===== src/rtl/thistle_alu_pkg.sv =====
// Shared definitions for the multibyte ALU sequencer: op codes, FSM state
// encodings and the op-dependent initial carry.
package thistle_alu_pkg;

   localparam int ALU_W = 8;

   typedef enum logic [1:0] {
      OP_ADD  = 2'b00,
      OP_SUB  = 2'b01,
      OP_INC  = 2'b10,
      OP_PASS = 2'b11
   } alu_op_t;

   typedef enum logic [1:0] {
      ST_IDLE = 2'b00,
      ST_RUN  = 2'b01,
      ST_DONE = 2'b10
   } seq_state_t;

   // SUB is A + ~B + 1 and INC is A + 0 + 1, so both seed the chain with a carry.
   function automatic logic init_carry(input alu_op_t op);
      logic c;
      c = 1'b0;
      case (op)
         OP_SUB:  c = 1'b1;
         OP_INC:  c = 1'b1;
         default: c = 1'b0;
      endcase
      return c;
   endfunction

endpackage


===== src/rtl/alu_multibyte_seq.sv =====
// Byte-serial driver for an external 8-bit combinational alu: feeds operand
// bytes LSB first, chains the carry and assembles the wide result and flags.
module alu_multibyte_seq
   import thistle_alu_pkg::*;
#(
   parameter int NBYTES = 4
) (
   input  logic                  clk,
   input  logic                  rst,
   input  logic                  start,
   input  logic [1:0]            op,
   input  logic [8*NBYTES-1:0]   opA,
   input  logic [8*NBYTES-1:0]   opB,
   output logic                  busy,
   output logic                  done,
   output logic [8*NBYTES-1:0]   result,
   output logic                  carryFlag,
   output logic                  zeroFlag,
   output logic [7:0]            aluA,
   output logic [7:0]            aluB,
   output logic                  aluCarryIn,
   output logic                  aluEnB,
   input  logic [7:0]            aluOut,
   input  logic                  aluCarryOut
);

   localparam int W     = ALU_W * NBYTES;
   localparam int CNT_W = $clog2(NBYTES) + 1;

   seq_state_t        state;
   seq_state_t        state_next;
   alu_op_t           op_reg;
   logic [W-1:0]      sh_a;
   logic [W-1:0]      sh_b;
   logic [W-1:0]      res_sh;
   logic [CNT_W-1:0]  byte_idx;
   logic              carry_reg;
   logic              accept;
   logic              last_byte;
   logic [W-1:0]      assembled;

   assign accept    = (state == ST_IDLE) && start;
   assign last_byte = (byte_idx == CNT_W'(NBYTES - 1));

   // Incoming byte lands at the top while earlier bytes slide down, so after
   // NBYTES captures the first (least significant) byte sits at bit 0.
   assign assembled = (res_sh >> ALU_W) | (W'(aluOut) << (W - ALU_W));

   always_ff @(posedge clk or posedge rst) begin
      if (rst) begin
         state <= ST_IDLE;
      end else begin
         state <= state_next;
      end
   end

   // The alu port set is only driven from registered sources in RUN, so the
   // external alu sees stable inputs for the whole cycle.
   always_comb begin
      state_next = state;
      busy       = 1'b0;
      done       = 1'b0;
      aluA       = '0;
      aluB       = '0;
      aluCarryIn = 1'b0;
      aluEnB     = 1'b0;
      case (state)
         ST_IDLE: begin
            if (start) begin
               state_next = ST_RUN;
            end
         end
         ST_RUN: begin
            busy       = 1'b1;
            aluA       = sh_a[7:0];
            aluB       = (op_reg == OP_SUB) ? ~sh_b[7:0] : sh_b[7:0];
            aluEnB     = (op_reg == OP_ADD) || (op_reg == OP_SUB);
            aluCarryIn = carry_reg;
            if (last_byte) begin
               state_next = ST_DONE;
            end
         end
         ST_DONE: begin
            busy       = 1'b1;
            done       = 1'b1;
            state_next = ST_IDLE;
         end
         default: begin
            state_next = ST_IDLE;
         end
      endcase
   end

   always_ff @(posedge clk or posedge rst) begin
      if (rst) begin
         op_reg    <= OP_ADD;
         sh_a      <= '0;
         sh_b      <= '0;
         res_sh    <= '0;
         byte_idx  <= '0;
         carry_reg <= 1'b0;
         result    <= '0;
         carryFlag <= 1'b0;
         zeroFlag  <= 1'b0;
      end else if (accept) begin
         op_reg    <= alu_op_t'(op);
         sh_a      <= opA;
         sh_b      <= opB;
         byte_idx  <= '0;
         carry_reg <= init_carry(alu_op_t'(op));
      end else if (state == ST_RUN) begin
         res_sh    <= assembled;
         carry_reg <= aluCarryOut;
         sh_a      <= sh_a >> ALU_W;
         sh_b      <= sh_b >> ALU_W;
         byte_idx  <= byte_idx + CNT_W'(1);
         // Carry out of the top byte is reported, never folded into result.
         if (last_byte) begin
            result    <= assembled;
            carryFlag <= aluCarryOut;
            zeroFlag  <= (assembled == '0);
         end
      end
   end

endmodule


===== config.mk =====
export PLATFORM = sky130hd
export DESIGN_NAME = alu_multibyte_seq
export DESIGN_NICKNAME = d
export VERILOG_FILES = /design/src/rtl/thistle_alu_pkg.sv /design/src/rtl/alu_multibyte_seq.sv
export SDC_FILE = /design/constraint.sdc
export NUM_CORES = 1
export LEC_CHECK = 0
export CORE_UTILIZATION = 54
export CTS_CLUSTER_SIZE = 14
export DETAILED_ROUTE_END_ITERATION = 8
export MAX_ROUTING_LAYER = met4
export PLACE_DENSITY = 0.85
export SLEW_MARGIN = 20
export SYNTH_ARGS = -nofsm -noshare
export SYNTH_HDL_FRONTEND = slang
export SYNTH_SLANG_ARGS = --single-unit

===== constraint.sdc =====
create_clock -name clk -period 14.3 [get_ports clk]
set_input_delay 4.29 -clock clk [delete_from_list [all_inputs] [get_ports clk]]
set_output_delay 4.29 -clock clk [all_outputs]
set_load 0.005 [all_outputs]

# Word level (Yosys, flattened, before mapping)
# Cells that the tools add are included.
# Widths: inputs -> output; s select.
[word_totals] reg_bits=138 out_inout_bits=54 inputBits=78
[classes] reduce_logical=11 n_eq_ne=8 bitwise=3 n_mux=19 n_addsub=1
[ops] operator="$mux 32" count=4
[ops] operator="$logic_not 32->1" count=1
[ops] operator="$or 24x32->32" count=1
[ops] operator="$mux 8" count=3
[ops] operator="$not 8->8" count=1
[ops] operator="$mux 1" count=7
[ops] operator="$eq 2x1->1 const B" count=3
[ops] operator="$mux 3" count=2
[ops] operator="$eq 2x2->1 const B" count=2
[ops] operator="$logic_not 2->1" count=2
[ops] operator="$mux 2" count=2
[ops] operator="$ne 2x2->1 const B" count=2
[ops] operator="$pmux 2 s2" count=1
[ops] operator="$reduce_and 2->1" count=2
[ops] operator="$reduce_or 2->1" count=2
[ops] operator="$add 3x1->3 const B" count=1
[ops] operator="$eq 3x2->1 const B" count=1
[ops] operator="$reduce_and 3->1" count=1
[ops] operator="$reduce_bool 2->1" count=1
[ops] operator="$logic_and 1x1->1" count=1
[ops] operator="$logic_or 1x1->1" count=1
[ops] operator="$not 1->1" count=1

# Depth between registers and ports, before layout
# Gate-level depths: netlist of run 1.
[logic_depth] word_depth=4 depth_mapped=8 depth_no_buf=5

# Least setup slack after synthesis of run 1
# Ideal clock, no wire load.
[synth_path] path_kind="register -> output" startpoint="reg state[1]" endpoint="out aluA[0]" n_path_buf=3 setup_slack_ns=8.640 arrival_time_ns=1.370 path_stages_with_launch=7 path_cell_list="dfrtp_1 > inv_1 > ha_1 > buf_2 > clkbuf_1 > clkbuf_1 > and2_1"
[synth_via] elab_chain_len=2
[synth_rtl] element="start: declaration" line_no="alu_multibyte_seq.sv:30" source="seq_state_t state;"
[synth_rtl] element="start signal: assignment" line_no="alu_multibyte_seq.sv:53" source="state <= state_next;"
[synth_rtl] element="$eq 2x1->1" line_no="alu_multibyte_seq.sv:67" source="case (state)"
[synth_rtl] element="$mux 8" line_no="alu_multibyte_seq.sv:67"
[synth_rtl] element="end: declaration" line_no="alu_multibyte_seq.sv:19" source="output logic [7:0] aluA,"
# No other way between the ends.

# Worst setup path after layout of run 1
[layout_path] startpoint="reg state[1]" endpoint="out aluA[6]"
# Same word-level chain as after synthesis.

==> results.sh, run 1 <==
export IMPL_tightest_slew_ns=1.10
export IMPL_p_leak_nw=3.46
export IMPL_routed_wl_mm=12.8
export IMPL_grt_max_degree=138
export IMPL_clkLatencyLatePin_ns=0.52
export IMPL_vias=4023
export IMPL_clock_sink_count=130
export IMPL_clock_skew_ns=0.00862
export IMPL_drive_gt1_share_pct=15.9
export IMPL_antenna_cells=0
export IMPL_critPathMaxFanout=64
export IMPL_slew_viol_final=0
export IMPL_routedWlPerCell_um=17.0
export IMPL_syn_inst=482
export IMPL_grt_overflow_total=0
export IMPL_cts_buffers=17
export IMPL_rsz0062_at_grt="no"
export IMPL_ir_drop_mv=0.121
export IMPL_holdCritPathClass="flop to flop"
export IMPL_drtIter0Drc=163
export IMPL_start_util_pct=56.2
export IMPL_ys_seq_area_share_pct=55.9
export IMPL_grt_usage_pct=25.1
export IMPL_dieArea_sq_um=11200
export IMPL_cts_htree_levels=4
export IMPL_fin_total_pwr_mw=1.82
export IMPL_synthTopCellsByCount="130 x dfrtp_1, 67 x o21ai_0, 66 x nand2_1"
export IMPL_die_width_um=106
export IMPL_grt_pass1_vias=4191
export IMPL_antenna_found_initial=0
export IMPL_fin_crit_sh_pct=52.3
export IMPL_root_buffer="clkbuf_8"
export IMPL_yosys_most_used_dff="dfrtp_1"
export IMPL_drv_cap=0
export IMPL_gp_congestion=0.757
export IMPL_yosys_area_top_type="dfrtp_1"
export IMPL_synth_top_cell_area_share_pct=55.9
export IMPL_synth_cell_types=26
export IMPL_synth_area_sq_um=5820
export IMPL_grt_pass1_wl_mm=20.7
export IMPL_post_route_min_period_ns=7.49
export IMPL_cts_reportedPaths_clkPinSlew_ns=0.06
export IMPL_synth_warnings=0
export IMPL_p_per_area_nw_per_um2=235
export IMPL_syn_to_final_growth_pct=33.1
export IMPL_fin_nets=686
export IMPL_remaining_drc_errors=0
export IMPL_cts_tree="done"
export IMPL_synth_seq_cells=130
export IMPL_via_per_inst=5.36
export IMPL_port_buffers=131
export IMPL_critPathArrivalTime_ns=3.20
export IMPL_detail_route_antenna_nets=0
export IMPL_critPathLaunchType="flop"
export IMPL_cp_end_kind="output port"
export IMPL_synth_avg_cell_area_sq_um=12.1
export IMPL_holdBufCountCts=0
export IMPL_cts_resized=0
export IMPL_top_regs="result (32), sh_a (32), sh_b (32)"
export IMPL_critical_path_class="flop to output port"
export IMPL_synth_enable_flop_cells=0
export IMPL_dieHeight_um=106
export IMPL_post_cts_buffers=0
export IMPL_yosysMostFrequentCell="dfrtp_1"
export IMPL_cp_required_ns=10.01
export IMPL_fin_tns_setup_ns=0
export IMPL_syn_num_nets=566
export IMPL_setup_violations=0
export IMPL_clockBufferDepth=2
export IMPL_async_reset_ff_share_pct=100
export IMPL_core_rowCount=37
export IMPL_slew_headroom_pct=26.4
export IMPL_ys_top_cells_by_area="dfrtp_1 56%, mux2i_1 8.6%, mux2_4 7.5%"
export IMPL_status="finished clean"
export IMPL_hpwlAfterDp_mm=8.26
export IMPL_ios=132
export IMPL_final_hold_viol_count=0
export IMPL_fmax_mhz=134
export IMPL_fp_coreArea_sq_um=10400
export IMPL_first_pass_iters=4
==> final cells by class <==
class                      instances  area (sq um)
inverter                           5          21.3
multi-input combinational        314          2380
timing repair buffer             134          1350
clock inverter                    14           156
sequential                       130          3250
clock buffer                      18           418
fill                             676          2620
tap                              136           170
==> power by group <==
group          internal [mW]  leakage, nW  total, mW  switching (mW)
Combinational          0.425         1.58      0.728           0.304
Clock                  0.250        0.269      0.419           0.169
Sequential             0.546         1.61      0.675           0.128
Total                   1.22         3.46       1.82           0.601
==> per-stage QoR <==
| step | std cells | setup slack (ns) | hold slack, ns | instance area, sq um | utilization [%] |
|---|---|---|---|---|---|
| 2_1_floorplan | 482 | 6.54 | 0.473 | 5820 | - |
| 3_3_place_gp | 718 | 7.06 | 0.484 | 7160 | 69.0 |
| 3_5_place_dp | 718 | 6.98 | 0.496 | 7160 | 69.0 |
| 4_1_cts | 750 | 6.79 | 0.511 | 7730 | 74.5 |
| 5_1_grt | 751 | 6.68 | 0.523 | 7750 | 74.7 |
| 6_report | 751 | 6.81 | 0.511 | 7750 | 74.7 |
==> critical path, stage by stage (launching register included) <==
cell and delay, ns:
dfrtp_1 0.38, inv_1 0.14, ha_4 0.61, buf_4 0.75
and2_1 0.23, clkdlybuf4s50_1 0.50
==> layout by cell type, fill, tap and decap left out, drive strengths merged, types with 2 or more instances in the layout <==
cell           Yosys  final
and2              18     18
clkdlybuf4s50      0    131
o21ai             67     67
nand2             66     66
clkinvlp           0      4
mux2              60     60
xor2               9      9
ha                 6      6
bufinv             0      2
nor2b              3      3
nand2b            16     16
mux2i             50     50
buf               21      3
nor4               8      8
clkinv             0      4
dfrtp            130    130
inv                5      9
clkbuf            12     18
nor2               3      3
nand4              2      2
==> cells by family after synthesis <==
logic type | share of synthesized area (%)
DFF | 55.9
and+or+nand+nor | 9.60
muxes | 22.1
AOI/OAI and AO/OA | 6.23
buffers and inverters | 3.44
xor gates and xnor gates | 1.50
adders and majority gates | 1.29
==> routing by layer <==
| layer | vias to the layer above | share of wire (%) | track usage [%] |
|---|---|---|---|
| met5 | - | 0 | - |
| met4 | 0 | 1.7 | 9.23 |
| met3 | 20 | 5.1 | 5.44 |
| met2 | 130 | 51 | 40.6 |
| met1 | 1988 | 42 | 31.0 |
| li1 | 1885 | - | - |
==> final timing paths <==
check,endpoint,slack [ns],cells past startpoint,start
setup / recovery,aluA[6],6.81,5,state[1]
hold / removal,result[31],0.51,1,result[31]
setup reg to reg,result[3],10.87,6,state[1]
hold reg to reg,result[31],0.51,1,result[31]
max in group asynchronous,sh_b[4],8.71,3,rst
min in group asynchronous,result[26],4.21,2,rst
Power figures use the tool's default switching activity.
==> run 2, diff against run 1 <==
Settings changed: CORE_UTILIZATION 54 to 46, PLACE_DENSITY 0.85 to 0.77.
Clock period 14.3 ns to 6 ns, I/O delays scaled along.
==> run 2 against run 1 <==
Effect of this change:
- combinational power increased by 130%
- via count decreased by 2.3%
- total power increased by 140%
- worst setup slack got worse by 4.9 ns
- global-route usage decreased by 3.8 points
- core utilization decreased by 10 points
- flip-flop and latch count unchanged
- clock skew decreased by 0.00087 ns
==> results.sh, run 2 (same netlist as run 1, synthesis figures left out) <==
export IMPL_status="finished clean"
export IMPL_cts_resized=0
export IMPL_ios=132
export IMPL_post_cts_buffers=0
export IMPL_drive_gt1_share_pct=15.6
export IMPL_antenna_found_initial=0
export IMPL_fin_nets=687
export IMPL_routed_wl_mm=12.4
export IMPL_setup_violations=0
export IMPL_critical_path_class="flop to output port"
export IMPL_p_sw_share_pct=30.9
export IMPL_post_route_min_period_ns=4.13
export IMPL_port_buffers=131
export IMPL_start_util_pct=47.9
export IMPL_clkLatencyLatePin_ns=0.41
export IMPL_core_rowCount=40
export IMPL_grt_pass1_wl_mm=20.5
export IMPL_tightest_slew_ns=1.06
export IMPL_critPathMaxFanout=54
export IMPL_fin_crit_sh_pct=68.8
export IMPL_via_per_inst=5.01
export IMPL_holdBufCountCts=0
export IMPL_cp_required_ns=4.20
export IMPL_final_cells=784
export IMPL_ir_drop_mv=0.228
export IMPL_fmax_mhz=242
export IMPL_final_cell_mix="131 x clkdlybuf4s50_1, 130 x dfrtp_1, 67 x o21ai_0"
export IMPL_clockBufferDepth=2
export IMPL_first_pass_iters=4
export IMPL_dieArea_sq_um=13100
export IMPL_r2r_start="state[1]"
export IMPL_slew_viol_final=0
export IMPL_p_switching_mw=1.35
export IMPL_clock_skew_ns=0.00774
export IMPL_final_hold_viol_count=0
export IMPL_comb_power_share_pct=38.8
export IMPL_cts_buffers=17
export IMPL_cts_tree="done"
export IMPL_gp_congestion=0.814
export IMPL_rsz0062_at_grt="no"
export IMPL_critPathLaunchType="flop"
export IMPL_grt_pass1_vias=4141
export IMPL_fin_tns_setup_ns=0
export IMPL_cp_startpoint="state[1]"
export IMPL_p_seq_share_pct=36.5
export IMPL_internal_power_mw=3.03
export IMPL_clock_sink_count=130
export IMPL_cp_end_kind="output port"
export IMPL_vias=3931
export IMPL_cts_htree_levels=4
export IMPL_syn_to_final_growth_pct=34.6
export IMPL_drtIter0Drc=218
export IMPL_detail_route_antenna_nets=0
export IMPL_hpwlAfterDp_mm=8.36
export IMPL_p_per_area_nw_per_um2=559
export IMPL_placedCellCount=752
export IMPL_cts_reportedPaths_clkPinSlew_ns=0.05
export IMPL_drv_cap=0
export IMPL_die_width_um=115
export IMPL_holdCritPathClass="flop to flop"
export IMPL_clkPwrFrac_pct=24.7
export IMPL_grt_overflow_total=0
export IMPL_root_buffer="clkbuf_16"
export IMPL_dieHeight_um=115
export IMPL_grt_usage_pct=21.3
export IMPL_layout_commonest_cell="clkdlybuf4s50_1"
export IMPL_critPathArrivalTime_ns=2.33
export IMPL_hp_start="result[27]"
export IMPL_routedWlPerCell_um=15.8
export IMPL_slew_headroom_pct=29.3
export IMPL_fp_coreArea_sq_um=12200
export IMPL_p_leak_nw=3.49
export IMPL_antenna_cells=0
export IMPL_remaining_drc_errors=0
export IMPL_top_regs="result (32), sh_a (32), sh_b (32)"
export IMPL_grt_max_degree=137
==> run 2: cell count changes in the layout (fill, tap and decap cells not counted), sizes merged <==
cell | before | now
inv | 9 | 5
clkbuf | 18 | 23
buf | 3 | 4
bufinv | 2 | 4
clkinvlp | 4 | 2
clkinv | 4 | 3
==> run 2: area by class of cell <==
class / count / area (sq um)
Tap cell: 168 / 210
Inverter: 5 / 23.8
Clock buffer: 23 / 468
Clock inverter: 9 / 154
Sequential cell: 130 / 3250
Fill cell: 931 / 4320
Timing Repair Buffer: 135 / 1350
Multi-Input combinational cell: 314 / 2380
==> run 2: worst paths after layout <==
kind	endpoint	slack (ns)	cells past startpoint
setup reg to reg	result[3]	2.98	6
hold reg to reg	result[27]	0.51	1
hold / removal	result[27]	0.51	1
max in group asynchronous	res_sh[25]	3.07	3
min in group asynchronous	sh_a[27]	1.91	2
setup / recovery	aluA[7]	1.87	4
==> run 2: metrics by stage <==
stage	total power, mW	instance area, sq um	util [%]	hold slack, ns	setup slack [ns]
2_1_floorplan	2.65	5820	-	0.473	0.731
3_3_place_gp	3.24	7210	59.3	0.484	2.21
3_5_place_dp	3.32	7210	59.3	0.493	2.18
4_1_cts	4.43	7830	64.4	0.507	1.84
5_1_grt	4.67	7840	64.5	0.521	1.70
6_report	4.38	7840	64.5	0.507	1.87
==> run 2: critical path: stages (launching register included) <==
cell and delay, ns:
dfrtp_1 0.39, inv_1 0.15, ha_4 0.61, and2_1 0.25, clkdlybuf4s50_1 0.50
==> run 2: routing by layer <==
layer	global-route usage [%]	vias to the layer above	routed length, um
li1	-	1890	-
met1	26.3	1904	5440
met2	33.1	119	6070
met3	7.09	18	683
met4	6.67	0	165
met5	-	-	0
==> run 2: power groups by stage <==
stage,combinational [mW],clock [mW],sequential [mW]
after floorplan,1.14,0,1.52
after global placement,1.65,0,1.58
after detailed placement,1.71,0,1.61
after CTS,1.73,1.10,1.60
after global routing,1.87,1.15,1.65
final,1.70,1.08,1.60
